[src/rtl/fetch_unit.sv]
// rtl/fetch_unit.sv - instruction prefetch unit with redirect and interrupt entry
module fetch_unit #(
  parameter int                    ADDR_WIDTH   = 32,
  parameter int                    INSTR_WIDTH  = 16,
  parameter logic [ADDR_WIDTH-1:0] RESET_VECTOR = 'h20,
  parameter logic [ADDR_WIDTH-1:0] INT_VECTOR   = 'h0,
  parameter int                    FIFO_DEPTH   = 2
) (
  input  logic                   clk,
  input  logic                   rst,
  output logic                   imem_rd,
  output logic [ADDR_WIDTH-1:0]  imem_addr,
  input  logic [INSTR_WIDTH-1:0] imem_data,
  output logic [INSTR_WIDTH-1:0] instr,
  output logic [ADDR_WIDTH-1:0]  instr_pc,
  output logic                   instr_valid,
  input  logic                   instr_ready,
  input  logic                   redirect_valid,
  input  logic [ADDR_WIDTH-1:0]  redirect_pc,
  input  logic                   int_req,
  output logic                   int_ack,
  output logic [ADDR_WIDTH-1:0]  epc
);

  localparam int PTR_W = $clog2(FIFO_DEPTH);
  localparam int CNT_W = PTR_W + 1;

  logic [ADDR_WIDTH-1:0]  fetch_pc;
  logic [ADDR_WIDTH-1:0]  inflight_pc;
  logic                   inflight;
  logic [CNT_W-1:0]       count;
  logic [PTR_W-1:0]       wr_ptr;
  logic [PTR_W-1:0]       rd_ptr;
  logic [INSTR_WIDTH-1:0] data_mem [FIFO_DEPTH];
  logic [ADDR_WIDTH-1:0]  pc_mem   [FIFO_DEPTH];

  logic                   flush;
  logic                   push;
  logic                   pop;
  logic [CNT_W:0]         occupancy;
  logic [ADDR_WIDTH-1:0]  oldest_pc;

  assign imem_addr = fetch_pc;
  assign instr     = data_mem[rd_ptr];
  assign instr_pc  = pc_mem[rd_ptr];

  // Flush detection, issue/deliver handshakes and the oldest unaccepted address for epc.
  always_comb begin
    flush       = redirect_valid | int_req;
    occupancy   = {1'b0, count} + {{CNT_W{1'b0}}, inflight};
    imem_rd     = rst & ~flush & (occupancy < (CNT_W+1)'(FIFO_DEPTH));
    instr_valid = rst & ~flush & (count != '0);
    int_ack     = rst & int_req & ~redirect_valid;
    pop         = instr_valid & instr_ready;
    push        = rst & ~flush & inflight;
    if (count != '0) begin
      oldest_pc = pc_mem[rd_ptr];
    end else if (inflight) begin
      oldest_pc = inflight_pc;
    end else begin
      oldest_pc = fetch_pc;
    end
  end

  // Control state: fetch pointer, outstanding read, buffer occupancy and saved return address.
  always_ff @(posedge clk) begin
    if (!rst) begin
      fetch_pc    <= RESET_VECTOR;
      inflight    <= 1'b0;
      inflight_pc <= '0;
      count       <= '0;
      wr_ptr      <= '0;
      rd_ptr      <= '0;
      epc         <= '0;
    end else if (flush) begin
      // Everything buffered or in flight belongs to the abandoned path.
      fetch_pc <= redirect_valid ? redirect_pc : INT_VECTOR;
      inflight <= 1'b0;
      count    <= '0;
      wr_ptr   <= '0;
      rd_ptr   <= '0;
      if (int_ack) begin
        epc <= oldest_pc;
      end
    end else begin
      inflight <= imem_rd;
      if (imem_rd) begin
        inflight_pc <= fetch_pc;
        fetch_pc    <= fetch_pc + ADDR_WIDTH'(1);
      end
      if (push) begin
        wr_ptr <= wr_ptr + PTR_W'(1);
      end
      if (pop) begin
        rd_ptr <= rd_ptr + PTR_W'(1);
      end
      // Issue is throttled by count+inflight, so a push never finds the buffer full.
      case ({push, pop})
        2'b10:   count <= count + CNT_W'(1);
        2'b01:   count <= count - CNT_W'(1);
        default: count <= count;
      endcase
    end
  end

  // Buffer storage: returning word and its fetch address written at the tail.
  always_ff @(posedge clk) begin
    if (push) begin
      data_mem[wr_ptr] <= imem_data;
      pc_mem[wr_ptr]   <= inflight_pc;
    end
  end

endmodule

[config.mk]
export PLATFORM = sky130hd
export DESIGN_NAME = fetch_unit
export DESIGN_NICKNAME = d
export VERILOG_FILES = /design/src/rtl/fetch_unit.sv
export SDC_FILE = /design/constraint.sdc
export NUM_CORES = 1
export LEC_CHECK = 0
export ABC_AREA = 0
export CAP_MARGIN = 20
export CORE_UTILIZATION = 56
export CTS_CLUSTER_DIAMETER = 40
export CTS_CLUSTER_SIZE = 28
export DETAILED_ROUTE_END_ITERATION = 10
export GPL_ROUTABILITY_DRIVEN = 0
export PLACE_DENSITY_LB_ADDON = 0.25
export SLEW_MARGIN = 5
export SYNTH_ARGS = -nofsm -noshare
export SYNTH_HDL_FRONTEND = slang
export SYNTH_SLANG_ARGS = --single-unit
[constraint.sdc]
create_clock -name clk -period 6.99 [get_ports clk]
set_input_delay 1.398 -clock clk [delete_from_list [all_inputs] [get_ports clk]]
set_output_delay 1.398 -clock clk [all_outputs]
set_load 0.02 [all_outputs]
==> flow_metrics.env <==
export IMPL_synth_edf_count=96
export IMPL_synth_distinct_cells=54
export IMPL_clk_path_buf_depth=2
export IMPL_finalHoldViolCount=0
export IMPL_hold_class="reg -> reg"
export IMPL_yosysMostFrequentCell="nand2_1"
export IMPL_pre_cts_slack_ns=1.57
export IMPL_powerDensity_nw_per_um2=231
export IMPL_tns_ns=0
export IMPL_coreArea_sq_um=14700
export IMPL_synthTopCellsByArea="edfxtp_1 34%, dfxtp_1 24%, o21ai_0 7.0%"
export IMPL_insertion_delay_ns=0.43
export IMPL_rrSetupSlack_ns=4.28
export IMPL_relSlewSlack=0.371
export IMPL_io_buffer_count=167
export IMPL_worst_setup_path_end_kind="output port"
export IMPL_grt_ovfl_total=0
export IMPL_finalClockSkew_ns=0.00565
export IMPL_netlist_area_sq_um=8540
export IMPL_async_reset_ff_frac=0
export IMPL_finalWorstSetupSlack_ns=1.48
export IMPL_start_util=0.581
export IMPL_peakVddDrop_mv=0.174
export IMPL_drcViolationCount=13
export IMPL_gr_usage_all_layers=0.273
export IMPL_detail_route_antenna_nets=0
export IMPL_cts_made_buffers=17
export IMPL_multi_input_area_sq_um=3370
export IMPL_failed_checks="design-rule violations"
export IMPL_htreeDepth=4
export IMPL_top_level_ports=168
export IMPL_status="finished with violations"
export IMPL_drtIter0Drc=502
export IMPL_ys_seq_area_frac=0.577
export IMPL_regArea_sq_um=4930
export IMPL_cts_root_buf="clkbuf_16"
export IMPL_worstMarginPinSlew_ns=0.944
export IMPL_cp_max_fo=36
export IMPL_drv_slew=0
export IMPL_rows=44
export IMPL_maxCapViolCount=0
export IMPL_cts_sinks=198
export IMPL_yosys_area_top_type_share=0.338
export IMPL_crit_arrival_ns=4.11
export IMPL_cts_tree="yes"
export IMPL_vias_per_cell=5.85
export IMPL_grt_start_max_net_pins=65
export IMPL_startpoint_type="input port"
export IMPL_grt_pass1_vias=6505
export IMPL_cp_required_ns=5.59
export IMPL_ys_top_cells_by_count="143 x nand2_1, 120 x o21ai_0, 102 x dfxtp_1, 96 x edfxtp_1, 48 x mux2_2"
export IMPL_rsz0062_at_grt="false"
export IMPL_final_nets=1004
export IMPL_criticalPathCategory="in -> out"
export IMPL_grt_pass1_wl_microns=33400
export IMPL_clk_pin_slew_worst_paths_ns=0.06
export IMPL_ys_ff_latch=198
export IMPL_vias=6709
export IMPL_drtPass1Iterations=8
export IMPL_finalWirelength_microns=20800
export IMPL_leakage_uw=0.00391
export IMPL_diodes=0
export IMPL_postCtsSetupBuffers=0
export IMPL_yosysWarnings=0
export IMPL_finalCritPeriodShare=0.788
export IMPL_clock_fmax_mhz=182
export IMPL_ys_flop_type="dfxtp_1"
export IMPL_fillCellCount=1009
export IMPL_setup_viol=0
export IMPL_die_height_microns=125
export IMPL_hold_buffers=0
export IMPL_min_period_ns=5.51
export IMPL_dieArea_sq_um=15700
export IMPL_syn_nets=865
export IMPL_area_growth_pct=28.3
export IMPL_dieWidth_microns=125
export IMPL_antenna_found_initial=0
export IMPL_dpl_hpwl_microns=13300
export IMPL_post_drt_wl_per_cell_microns=18.1
export IMPL_drive_above_1_share=0.121
export IMPL_synth_largest_area_cell="edfxtp_1"
export IMPL_synthCells=810
export IMPL_cts_resized=0
export IMPL_synth_area_per_cell_sq_um=10.5
==> final timing paths <==
path / startpoint / end / cells after the start
hold reg to reg: epc[2] / epc[2] / 2
setup reg to reg: count[0] / inflight_pc[7] / 5
setup / recovery: redirect_valid / instr_valid / 6
hold / removal: epc[2] / epc[2] / 2
==> sequential cells by signal, indices dropped and copies added, names as in the netlist, named ones only <==
| register | cells |
|---|---|
| inflight | 1 |
| count | 2 |
| rd_ptr | 1 |
| inflight_pc | 32 |
| imem_addr | 32 |
| wr_ptr | 1 |
| pc_mem | 64 |
| epc | 32 |
| data_mem | 32 |
==> layer usage <==
metal / vias up / GRT usage / share of wire
met3: 33 / 0.0565 / 0.068
met4: 0 / 0.113 / 0.023
met5: - / 0 / 0
met2: 273 / 0.448 / 0.48
li1: 3196 / - / -
met1: 3207 / 0.352 / 0.43
==> per-stage QoR <==
stage	util	cell area, sq um	hold slack, ns	std cells	total power, uW
floorplan	-	8540	0.447	810	1360
global placement	0.699	10300	0.452	1114	1440
detailed placement	0.699	10300	0.463	1114	1440
CTS	0.745	11000	0.475	1146	2540
global route	0.745	11000	0.486	1146	2610
finish	0.745	11000	0.468	1146	2530
==> area by class of cell <==
class / instances / share of cell area
Clock buffer: 17 / 0.0388
Clock inverter: 15 / 0.0227
Inverter: 4 / 0.00137
Multi-Input combinational cell: 551 / 0.307
Sequential cell: 198 / 0.450
Tap cell: 184 / 0.0210
Timing Repair Buffer: 177 / 0.159
==> placed cells by master (no fill, tap or decap), types with 3 or more instances in the layout <==
cell type,synthesis,routed
o21ai_1,6,6
dfxtp_1,102,100
clkbuf_16,0,17
nand4_1,12,12
nand2_1,143,143
mux2_2,48,48
nor3_1,6,6
inv_1,4,4
nor2_1,23,19
a21oi_1,25,25
and2_1,4,4
or3_1,3,3
a31oi_1,7,7
nand4b_1,3,3
a211oi_1,4,4
xor2_1,12,12
xnor2_1,8,8
inv_6,0,3
nand3_1,47,47
bufinv_16,0,6
nor4_1,4,4
clkdlybuf4s50_1,0,166
o21ai_0,120,120
mux2i_1,32,32
edfxtp_1,96,96
and3_1,7,7
nor2_4,0,4
buf_4,5,10
==> cell families after synthesis <==
kind of cell / count (synthesis) / synth area share
mux: 80 / 0.101
fa+ha+maj: 2 / 0.00293
buf+inv: 61 / 0.0322
simple gates: 271 / 0.152
flops: 198 / 0.577
compound gates: 178 / 0.115
xor+xnor: 20 / 0.0205
==> report_power, final <==
part / total, uW / switching, uW / internal [uW] / leakage (uW)
clock: 1110 / 433 / 674 / 0.000324
combinational: 166 / 88.4 / 77.8 / 0.00178
sequential: 1250 / 26.4 / 1230 / 0.00180
total: 2530 / 548 / 1980 / 0.00391
==> worst max-delay path: stages <==
cell	delay [ns]
clkdlybuf4s50_1	0.39
buf_4	0.25
nor2_2	0.58
nand2_1	0.55
nor2_1	0.25
clkdlybuf4s50_1	0.66
No activity file was read; power rests on OpenSTA's default activity.
==> RTL edit, RTL diff (same flow settings) <==
Set the parameter `INSTR_WIDTH` to 24 (it was 16).
--- a/src/rtl/fetch_unit.sv
+++ b/src/rtl/fetch_unit.sv
@@ -3,3 +3,3 @@
   parameter int                    ADDR_WIDTH   = 32,
-  parameter int                    INSTR_WIDTH  = 16,
+  parameter int                    INSTR_WIDTH  = 24,
   parameter logic [ADDR_WIDTH-1:0] RESET_VECTOR = 'h20,
Ports: changed (resized imem_data and instr); port bits go from 168 to 184. The function was not compared with the original's and may differ.
==> RTL edit against the unedited design <==
  * Routed wire length rose by 6.5%
  * Sequential power rose by 9%
  * Critical path type unchanged
  * Non-clock buffer count is 18 higher
  * Sequential cell count increased by 16
  * Synthesized area grew 4.5%
  * Combinational power rose by 4%
  * Highest routed layer unchanged
  * Total power up 16%
  * Final area increased by 8.2%
  * Worst setup slack better by 0.53 ns
  * Count of clock-buffer cells in the layout is 12 higher
  * Clock skew grew 0.013 ns
  * Sequential share of layout area grew 0.66 points
==> RTL edit: results (changes against the unedited design) <==
run status finished clean; Synth area leaders edfxtp_1, dfxtp_1, mux2_2; Synth cell types 46 (-15%); CTS root buf clkbuf_16; Leak Pwr 4.16 nW (+6.6%); Crit Path Max Fanout 27 (-25%); vias in the first global route 6668 (+2.5%); Comb pwr share 0.059 (-0.007); gr usage total 0.266 (-0.00712); Max H-tree Level 1 (-3); P_clk 1.41 mW (+27%); post-synthesis async set-or-reset flop share 0 (unchanged); clk_skew 0.0186 ns (+0.0130 ns); Final Net Count 1048 (+4.4%); DP Area 10900 um2 (+6.0%); metal2 WL 10500 um (+5.2%); Comb group 0.172 mW (+4%); final std cells w/o fill 1217 (+6.2%); worst skew pair latency 0.53 ns (+0.10 ns); top flop regs pc_mem x64, data_mem x48; Highest Signal Layer met4; clock slew at reported path FFs 0.06 ns (about the same); drt first pass iters 6 (-2); Cells after Synth 819 (+1.1%); first-pass GRT wire length 34200 um (+2.2%); hold path depth 2 (unchanged); Max VDD drop 0.173 mV (-0.43%); hpwl dp 14000 um (+5.3%); Mapped Nets 882 (+2.0%); CTS buffer count 27 (+10); Met3 Wirelength 1910 um (+35%); Post-synth top cells nand2_1, o21ai_0, edfxtp_1; EDFF count, synth 112 (+17%); input/output buffers 183 (+9.6%); worst rel slew slack 0.378 (+0.00733); Register-to-Register Path Depth 4 (-1); Placement Setup Slack 2.05 ns (+0.472 ns); detail-routed via count per cell 5.72 (-2.3%); Seq/Total Area, Yosys 0.606 (+0.0292); crit path DAT 3.58 ns (-0.53 ns); clock buffer depth 3 (+1); antenna violations before repair 0 (unchanged); # fillers 1014 (+0.50%); Int Power 2.25 mW (+14%); Cells after DPL 1167 (+4.8%); Iter 0 DRT Violations 545 (+8.6%); Design Area, Final 11800 um2 (+8.2%); wl on met1 9060 um (+2.1%); layout cell share with drive strength beyond 1 0.126 (+0.00566); Resize count post-CTS 0 (unchanged); Setup Buffers After CTS 0 (unchanged); wire length per cell 18.2 um (+0.32%)
RTL edit: cell count changes after synthesis, sizes merged, moves of 3 or more:
| cell | before | now |
|---|---|---|
| a21oi | 26 | 18 |
| and2 | 5 | 2 |
| and3 | 9 | 4 |
| buf | 32 | 18 |
| clkbuf | 25 | 40 |
| edfxtp | 96 | 112 |
| mux2 | 48 | 56 |
| mux2i | 32 | 29 |
| nand3 | 49 | 45 |
| nand4b | 3 | 0 |
| nor4 | 6 | 10 |
| o31ai | 0 | 3 |
| xnor2 | 8 | 11 |
RTL edit: layout make-up:
class	instances	share of cell area
well taps	211	0.0223
clock buffers	29	0.0585
inverters	7	0.00222
flip-flops and latches	214	0.456
clock inverters	21	0.0214
multi-input cells	540	0.277
repair buffers	195	0.162
RTL edit: per-layer routing:
layer / up-vias / track usage
met5: - / 0
met1: 3285 / 0.336
met2: 328 / 0.452
met3: 53 / 0.0476
met4: 0 / 0.104
li1: 3297 / -
RTL edit: final timing paths:
check | from | end | slack, ns
max reg2reg | inflight | pc_mem[1][8] | 4.14
max | redirect_valid | instr_valid | 2.01
min | epc[14] | epc[14] | 0.47
min reg2reg | epc[14] | epc[14] | 0.47
RTL edit: logic make-up after synthesis:
| group | after synthesis | share of synthesized area |
|---|---|---|
| flip-flops | 214 | 0.606 |
| AO/OA/AOI/OAI | 172 | 0.105 |
| adder cells (fa/ha/maj) | 2 | 0.00281 |
| AND/OR/NAND/NOR | 258 | 0.132 |
| XOR/XNOR | 23 | 0.0226 |
| buffers and inverters | 65 | 0.0288 |
| multiplexers | 85 | 0.103 |
RTL edit: critical path: stages:
cell and delay [ns]:
clkdlybuf4s50_1 0.40, buf_4 0.22, nor2_1 0.16, nand2_1 0.45, nor2_1 0.30, clkdlybuf4s50_1 0.64
